File: src/rtl/halut_pkg.sv
// Shared HALUT definitions: default array geometry, controller state encoding
// and width helpers used by the encoder, decoder and their sequencers.
package halut_pkg;

    localparam int HALUT_K         = 16;
    localparam int HALUT_C         = 32;
    localparam int HALUT_ENC_UNITS = 4;

    typedef enum logic [2:0] {
        IDLE,
        LOAD,
        WAIT_ROW,
        ENCODE,
        FLUSH
    } halut_enc_ctrl_state_e;

    function automatic int tree_depth(input int k);
        return $clog2(k);
    endfunction

    function automatic int slot_width(input int c_per_unit);
        return $clog2(c_per_unit);
    endfunction

    function automatic int level_width(input int depth);
        return $clog2(depth);
    endfunction

    function automatic int unit_width(input int units);
        return $clog2(units);
    endfunction

endpackage

File: src/rtl/halut_encoder_ctrl_if.sv
// Threshold configuration stream into the encoder controller.
// The address carries {unit, local threshold address}.
interface halut_encoder_ctrl_if #(
    parameter int AddrWidth = 9,
    parameter int DataWidth = 16
);
    logic                 cfg_start;
    logic                 cfg_valid;
    logic                 cfg_ready;
    logic [AddrWidth-1:0] cfg_addr;
    logic [DataWidth-1:0] cfg_data;
    logic                 cfg_last;

    modport master (
        output cfg_start, cfg_valid, cfg_addr, cfg_data, cfg_last,
        input  cfg_ready
    );

    modport slave (
        input  cfg_start, cfg_valid, cfg_addr, cfg_data, cfg_last,
        output cfg_ready
    );
endinterface

File: src/rtl/halut_encoder_ctrl.sv
// Sequencer for a lockstep array of halut encoder units: loads thresholds,
// then runs each row for CPerEncUnit*TreeDepth enable cycles plus one flush.
//   state    | meaning
//   IDLE     | waiting for cfg_start or start
//   LOAD     | accepting threshold beats until cfg_last
//   WAIT_ROW | waiting for an upstream row of inputs
//   ENCODE   | encoder enable high, walking slot/level
//   FLUSH    | enable low for one cycle, row bookkeeping and valid check
module halut_encoder_ctrl
    import halut_pkg::*;
#(
    parameter int K             = HALUT_K,
    parameter int C             = HALUT_C,
    parameter int EncUnits      = HALUT_ENC_UNITS,
    parameter int DataTypeWidth = 16,
    parameter int MaxRows       = 1024,
    localparam int TreeDepth          = tree_depth(K),
    localparam int CPerEncUnit        = C / EncUnits,
    localparam int ThreshMemAddrWidth = $clog2(CPerEncUnit * K),
    localparam int UnitWidth          = unit_width(EncUnits),
    localparam int RowWidth           = $clog2(MaxRows + 1),
    localparam int SlotWidth          = slot_width(CPerEncUnit),
    localparam int LevelWidth         = level_width(TreeDepth)
) (
    input  logic                          clk_i,
    input  logic                          rst_ni,
    halut_encoder_ctrl_if.slave           cfg,
    output logic [EncUnits-1:0]           enc_we_o,
    output logic [ThreshMemAddrWidth-1:0] enc_waddr_o,
    output logic [DataTypeWidth-1:0]      enc_wdata_o,
    input  logic                          start_i,
    input  logic [RowWidth-1:0]           num_rows_i,
    input  logic                          row_valid_i,
    output logic                          row_ready_o,
    output logic                          encoder_o,
    output logic [SlotWidth-1:0]          c_slot_o,
    output logic [LevelWidth-1:0]         tree_level_o,
    input  logic [EncUnits-1:0]           enc_valid_i,
    output logic                          row_done_o,
    output logic                          busy_o,
    output logic                          done_o,
    output logic                          err_o
);

    localparam int EncCycles   = CPerEncUnit * TreeDepth;
    localparam int TimerWidth  = $clog2(EncCycles);
    localparam int VCntWidth   = $clog2(EncCycles + 2);
    localparam int UnitMsb     = UnitWidth + ThreshMemAddrWidth - 1;

    halut_enc_ctrl_state_e state_q;
    logic [TimerWidth-1:0] timer_q;
    logic [VCntWidth-1:0]  vcnt_q;
    logic [RowWidth-1:0]   row_cnt_q;
    logic [RowWidth-1:0]   num_rows_q;
    logic                  cfg_ready_q;
    logic                  lockstep_bad;
    logic [VCntWidth-1:0]  vcnt_final;

    assign cfg.cfg_ready  = cfg_ready_q;
    assign lockstep_bad   = (|enc_valid_i) && !(&enc_valid_i);
    // The last codebook's valid lands in FLUSH, so it is folded in here
    assign vcnt_final     = vcnt_q + VCntWidth'(enc_valid_i[0]);

    always_ff @(posedge clk_i or negedge rst_ni) begin
        if (!rst_ni) begin
            state_q      <= IDLE;
            timer_q      <= '0;
            vcnt_q       <= '0;
            row_cnt_q    <= '0;
            num_rows_q   <= '0;
            cfg_ready_q  <= 1'b0;
            enc_we_o     <= '0;
            enc_waddr_o  <= '0;
            enc_wdata_o  <= '0;
            row_ready_o  <= 1'b0;
            encoder_o    <= 1'b0;
            c_slot_o     <= '0;
            tree_level_o <= '0;
            row_done_o   <= 1'b0;
            busy_o       <= 1'b0;
            done_o       <= 1'b0;
            err_o        <= 1'b0;
        end else begin
            enc_we_o   <= '0;
            row_done_o <= 1'b0;
            done_o     <= 1'b0;
            unique case (state_q)
                IDLE: begin
                    if (cfg.cfg_start) begin
                        state_q     <= LOAD;
                        cfg_ready_q <= 1'b1;
                        busy_o      <= 1'b1;
                    end else if (start_i) begin
                        err_o      <= 1'b0;
                        num_rows_q <= num_rows_i;
                        row_cnt_q  <= '0;
                        if (num_rows_i == '0) begin
                            done_o <= 1'b1;
                        end else begin
                            state_q     <= WAIT_ROW;
                            row_ready_o <= 1'b1;
                            busy_o      <= 1'b1;
                        end
                    end
                end
                LOAD: begin
                    if (cfg.cfg_valid) begin
                        enc_we_o[cfg.cfg_addr[UnitMsb -: UnitWidth]] <= 1'b1;
                        enc_waddr_o <= cfg.cfg_addr[ThreshMemAddrWidth-1:0];
                        enc_wdata_o <= cfg.cfg_data;
                        if (cfg.cfg_last) begin
                            state_q     <= IDLE;
                            cfg_ready_q <= 1'b0;
                            busy_o      <= 1'b0;
                        end
                    end
                end
                WAIT_ROW: begin
                    if (row_valid_i) begin
                        state_q      <= ENCODE;
                        row_ready_o  <= 1'b0;
                        encoder_o    <= 1'b1;
                        timer_q      <= TimerWidth'(EncCycles - 1);
                        vcnt_q       <= '0;
                        c_slot_o     <= '0;
                        tree_level_o <= '0;
                    end
                end
                ENCODE: begin
                    vcnt_q       <= vcnt_final;
                    tree_level_o <= tree_level_o + LevelWidth'(1);
                    if (tree_level_o == LevelWidth'(TreeDepth - 1))
                        c_slot_o <= c_slot_o + SlotWidth'(1);
                    if (timer_q == '0) begin
                        state_q      <= FLUSH;
                        encoder_o    <= 1'b0;
                        row_done_o   <= 1'b1;
                        c_slot_o     <= '0;
                        tree_level_o <= '0;
                    end else begin
                        timer_q <= timer_q - TimerWidth'(1);
                    end
                end
                FLUSH: begin
                    row_cnt_q <= row_cnt_q + RowWidth'(1);
                    if (vcnt_final != VCntWidth'(CPerEncUnit))
                        err_o <= 1'b1;
                    if (row_cnt_q + RowWidth'(1) == num_rows_q) begin
                        state_q <= IDLE;
                        busy_o  <= 1'b0;
                        done_o  <= 1'b1;
                    end else begin
                        state_q     <= WAIT_ROW;
                        row_ready_o <= 1'b1;
                    end
                end
                default: state_q <= IDLE;
            endcase
            if (lockstep_bad)
                err_o <= 1'b1;
        end
    end

endmodule

File: src/flat_wrapper.sv
// flat-port wrapper written by rule: the top's interface ports become plain ports
module halut_encoder_ctrl_flat import halut_pkg::*;
#(
    parameter int K             = HALUT_K,
    parameter int C             = HALUT_C,
    parameter int EncUnits      = HALUT_ENC_UNITS,
    parameter int DataTypeWidth = 16,
    parameter int MaxRows       = 1024,
    localparam int TreeDepth          = tree_depth(K),
    localparam int CPerEncUnit        = C / EncUnits,
    localparam int ThreshMemAddrWidth = $clog2(CPerEncUnit * K),
    localparam int UnitWidth          = unit_width(EncUnits),
    localparam int RowWidth           = $clog2(MaxRows + 1),
    localparam int SlotWidth          = slot_width(CPerEncUnit),
    localparam int LevelWidth         = level_width(TreeDepth)
)
  (clk_i, rst_ni, enc_we_o, enc_waddr_o, enc_wdata_o, start_i, num_rows_i, row_valid_i, row_ready_o, encoder_o, c_slot_o, tree_level_o, enc_valid_i, row_done_o, busy_o, done_o, err_o, cfg_cfg_start, cfg_cfg_valid, cfg_cfg_addr, cfg_cfg_data, cfg_cfg_last, cfg_cfg_ready);
  halut_encoder_ctrl_if #(.AddrWidth(9), .DataWidth(16)) cfg_i ();
  input  logic clk_i;
  input  logic rst_ni;
  output logic [EncUnits-1:0] enc_we_o;
  output logic [ThreshMemAddrWidth-1:0] enc_waddr_o;
  output logic [DataTypeWidth-1:0] enc_wdata_o;
  input  logic start_i;
  input  logic [RowWidth-1:0] num_rows_i;
  input  logic row_valid_i;
  output logic row_ready_o;
  output logic encoder_o;
  output logic [SlotWidth-1:0] c_slot_o;
  output logic [LevelWidth-1:0] tree_level_o;
  input  logic [EncUnits-1:0] enc_valid_i;
  output logic row_done_o;
  output logic busy_o;
  output logic done_o;
  output logic err_o;
  input wire logic [$bits(cfg_i.cfg_start)-1:0] cfg_cfg_start;
  input wire logic [$bits(cfg_i.cfg_valid)-1:0] cfg_cfg_valid;
  input wire logic [$bits(cfg_i.cfg_addr)-1:0] cfg_cfg_addr;
  input wire logic [$bits(cfg_i.cfg_data)-1:0] cfg_cfg_data;
  input wire logic [$bits(cfg_i.cfg_last)-1:0] cfg_cfg_last;
  output wire logic [$bits(cfg_i.cfg_ready)-1:0] cfg_cfg_ready;
  assign cfg_i.cfg_start = cfg_cfg_start;
  assign cfg_i.cfg_valid = cfg_cfg_valid;
  assign cfg_i.cfg_addr = cfg_cfg_addr;
  assign cfg_i.cfg_data = cfg_cfg_data;
  assign cfg_i.cfg_last = cfg_cfg_last;
  assign cfg_cfg_ready = cfg_i.cfg_ready;
  halut_encoder_ctrl #(.K(K), .C(C), .EncUnits(EncUnits), .DataTypeWidth(DataTypeWidth), .MaxRows(MaxRows)) u_core (.clk_i(clk_i), .rst_ni(rst_ni), .cfg(cfg_i), .enc_we_o(enc_we_o), .enc_waddr_o(enc_waddr_o), .enc_wdata_o(enc_wdata_o), .start_i(start_i), .num_rows_i(num_rows_i), .row_valid_i(row_valid_i), .row_ready_o(row_ready_o), .encoder_o(encoder_o), .c_slot_o(c_slot_o), .tree_level_o(tree_level_o), .enc_valid_i(enc_valid_i), .row_done_o(row_done_o), .busy_o(busy_o), .done_o(done_o), .err_o(err_o));
endmodule
File: config.mk
export PLATFORM = sky130hd
export DESIGN_NAME = halut_encoder_ctrl_flat
export DESIGN_NICKNAME = d
export VERILOG_FILES = /design/src/rtl/halut_pkg.sv /design/src/rtl/halut_encoder_ctrl_if.sv /design/src/rtl/halut_encoder_ctrl.sv /design/src/flat_wrapper.sv
export SDC_FILE = /design/constraint.sdc
export NUM_CORES = 1
export LEC_CHECK = 0
export CAP_MARGIN = 20
export CORE_MARGIN = 5
export CORE_UTILIZATION = 40
export DETAILED_ROUTE_END_ITERATION = 8
export GPL_TIMING_DRIVEN = 0
export PLACE_DENSITY = 0.67
export SLEW_MARGIN = 20
export SYNTH_ARGS = -nofsm -noshare
export SYNTH_HDL_FRONTEND = slang
export SYNTH_SLANG_ARGS = --single-unit
export TNS_END_PERCENT = 30
File: constraint.sdc
create_clock -name clk_i -period 3.8 [get_ports clk_i]
set_input_delay 0.57 -clock clk_i [delete_from_list [all_inputs] [get_ports clk_i]]
set_output_delay 0.57 -clock clk_i [all_outputs]
set_load 0.02 [all_outputs]
==> summary.md <==
| Metric | Value |
|---|---|
| Routed wire per std cell | `15.7 µm` |
| Minimum clock period | `2390 ps` |
| Share of the synthesized area in the top cell type | `51.0%` |
| Die Width | `106 µm` |
| Final Setup Violations | `0` |
| Largest net degree at the start of global routing | `56` |
| Iteration-0 DRC Markers | `137` |
| Pwr dens | `697 nW/µm²` |
| Mux cell area share after synthesis | `10.8%` |
| CTS H-Tree Depth | `3` |
| Global-route wire length before repair | `15.0 mm` |
| # Post-CTS Setup Buffers | `0` |
| Grt ovf | `0` |
| WP data required | `4010 ps` |
| Clock Tree Buf Depth | `2` |
| DR DRC count | `0` |
| Design area | `4890 µm²` |
| Synth Area in Adders | `2.38%` |
| Crit path arrival time | `2600 ps` |
| Minimum hold slack | `97.8 ps` |
| Yosys reg bits | `75` |
| Final GP Congestion | `0.878` |
| Max-Cap Viols | `0` |
| Hold-fix buffers at CTS | `0` |
| Critical path peak fanout | `8` |
| Synth-to-Final Area Change | `32.8%` |
| Crit. End Element | `flop` |
| VDD IR max | `0.433 mV` |
| Slowest cell on the critical path | `o41ai_1` |
| Vias in the first global route | `3,141` |
| Die height | `106 µm` |
| Async SR Flop Fraction | `100%` |
| Nets | `493` |
| Worst Clk Skew | `12.4 ps` |
| Routed via count | `2,986` |
| Die area | `11,200 µm²` |
| Starting density of the core | `40.4%` |
| Worst slew pin tran | `1040 ps` |
| Yosys warning total | `0` |
| Relative slew slack | `30.4%` |
| Unrepaired setup endpoints after global routing | `false` |
| Synth Area in XOR/XNOR | `4.49%` |
| Io pins | `86` |
| Avg Inst Size Synth | `10.8 µm²` |
| Seq/Total Area, Yosys | `51.0%` |
| Drt first pass iters | `4` |
| Simple-Gate Fraction of Synth Area | `16.5%` |
| Final hold violation count | `0` |
| CP Launch Type | `flop` |
| Status | `finished clean` |
| CTS tree | `done` |
| Post-Route WL | `8.69 mm` |
| Synthesized Nets | `396` |
| Inserted Clock Buffers | `9` |
| Crit-path cells | `ha_1 -> buf_4 -> nand2_1 -> nor4_1 -> nor4_2 -> nand3_2 -> o41ai_1 -> a21oi_1` |
| Post-synth top cells | `75 x dfrtp_1, 34 x mux2_2, 31 x nand2_1` |
| Layout cells sized above 1 | `15.8%` |
| Fin crit share | `62.8%` |
| CP Class | `reg2reg` |
| Core ar. | `9110 µm²` |
| Leakage Power | `1.99 nW` |
| Synth area leaders | `dfrtp_1 51%, mux2_2 10%, o21ai_0 3.5%` |
| Syn Inst Count | `342` |
| Initial antenna violation count | `0` |
| DR vias/cell | `5.39` |
| Row cnt | `35` |
| Crit-path max cell delay | `550 ps` |
| Post-cts repair resize count | `0` |
| N_diodes | `0` |
| Synth Area in Compound Gates | `12.3%` |
| Global-route usage over all layers | `16.4%` |
| Root Driver | `clkbuf_8` |
| Synth area leader | `dfrtp_1` |
| Tot Pwr | `0.00340 W` |
| HP Class | `in2async` |
| Latest clock arrival within the worst-skew pair | `350 ps` |
| Netlist Area Pre-Place | `3680 µm²` |
| Count leader, synth | `dfrtp_1` |
| Hpwl dp | `6.55 mm` |
| Reg clk slew, reported paths | `80 ps` |
| Post-synth cell types | `55` |
| Post-synth EDFFs | `0` |
| Final-report max-slew violation count | `0` |
| Post-route ant nets | `0` |
| Ys flop type | `dfrtp_1` |
| Clock sink count | `75` |
| Port Buffers | `85` |
| Multi-input logic area | `1710 µm²` |
| Sequential cell area | `1880 µm²` |
| Fill count | `831` |
| Largest family of logic cells by synthesized area | `simple AND/OR/NAND/NOR gates` |
| Fmax | `0.419 GHz` |
| DP Area | `4690 µm²` |
==> sequential cells by signal (all words and copies together), names as in the netlist, 2 cells and up <==
name	flops
u_core.enc_we_o	4
u_core.state_q	3
u_core.row_cnt_q	11
u_core.enc_wdata_o	16
u_core.c_slot_o	3
u_core.num_rows_q	11
u_core.enc_waddr_o	7
u_core.timer_q	5
u_core.tree_level_o	2
u_core.vcnt_q	6
==> cells by family (layout without fill, tap and decap cells) <==
kind of cell             count (synthesis)  in the layout
AO/OA/AOI/OAI                           71             71
XOR/XNOR                                18             18
adder cells (fa/ha/maj)                  7              7
buffers and inverters                   22            123
flip-flops                              75             75
multiplexers                            35             35
AND/OR/NAND/NOR                        114            114
==> layout by cell type (no fill, tap or decap), drive strengths merged, types with 8 or more instances in the layout <==
cell type,count
dfrtp,75
clkdlybuf4s50,84
nand2,32
xnor2,12
mux2,34
inv,8
buf,8
nand3,12
o21ai,29
clkbuf,19
nor3,9
a21oi,15
nor2,21
==> final timing paths <==
kind	startpoint	endpoint	slack, ps	cells past startpoint
worst max-delay path	u_core.row_cnt_q[0]	u_core.row_ready_o	1410	8
min in group clk_i	u_core.vcnt_q[5]	u_core.vcnt_q[5]	510	1
worst max register to register	u_core.row_cnt_q[0]	u_core.row_ready_o	1410	8
max in group asynchronous	rst_ni	u_core.timer_q[3]	3140	2
worst min register to register	u_core.vcnt_q[5]	u_core.vcnt_q[5]	510	1
worst min-delay path	rst_ni	u_core.vcnt_q[1]	100	1
==> critical path, delay by kind of cell, from the launching register on <==
kind / cells / cell delay (ps)
compound gates: 2 / 680
buf+inv: 1 / 160
flops: 1 / 460
fa+ha+maj: 1 / 220
simple gates: 4 / 730
==> routing by layer <==
metal  wire (µm)  vias to the layer above  track usage (%)
met4         126                        0             5.18
met2        4080                       84             25.0
met3         702                       16             6.68
met5           0                        -                0
met1        3780                     1451             21.2
li1            -                     1435                -
==> through the flow <==
stage,util (%),setup WS (ps),std cells,setup TNS (ps)
final,53.6,1410,554,0
after global placement,51.3,-538,538,-39850
after floorplan,-,1670,342,0
after detailed placement,51.5,1200,539,0
after global routing,53.6,1240,554,0
after CTS,53.6,1410,554,0
==> layout make-up <==
class                      instances  share of cell area [%]
sequential                        75                    38.4
multi-input combinational        245                    35.0
timing repair buffer              86                    17.9
tap                              111                    2.84
clock buffer                      10                    2.61
buffer                            15                    1.41
clock inverter                     5                    1.31
inverter                           7                   0.538
==> where the power goes <==
group / internal [W] / switching (W)
registers: 0.00109 / 0.000214
logic: 0.000748 / 0.000754
clock network: 0.000304 / 0.000298
total: 0.00214 / 0.00127
(Power assumes the default switching activity.)
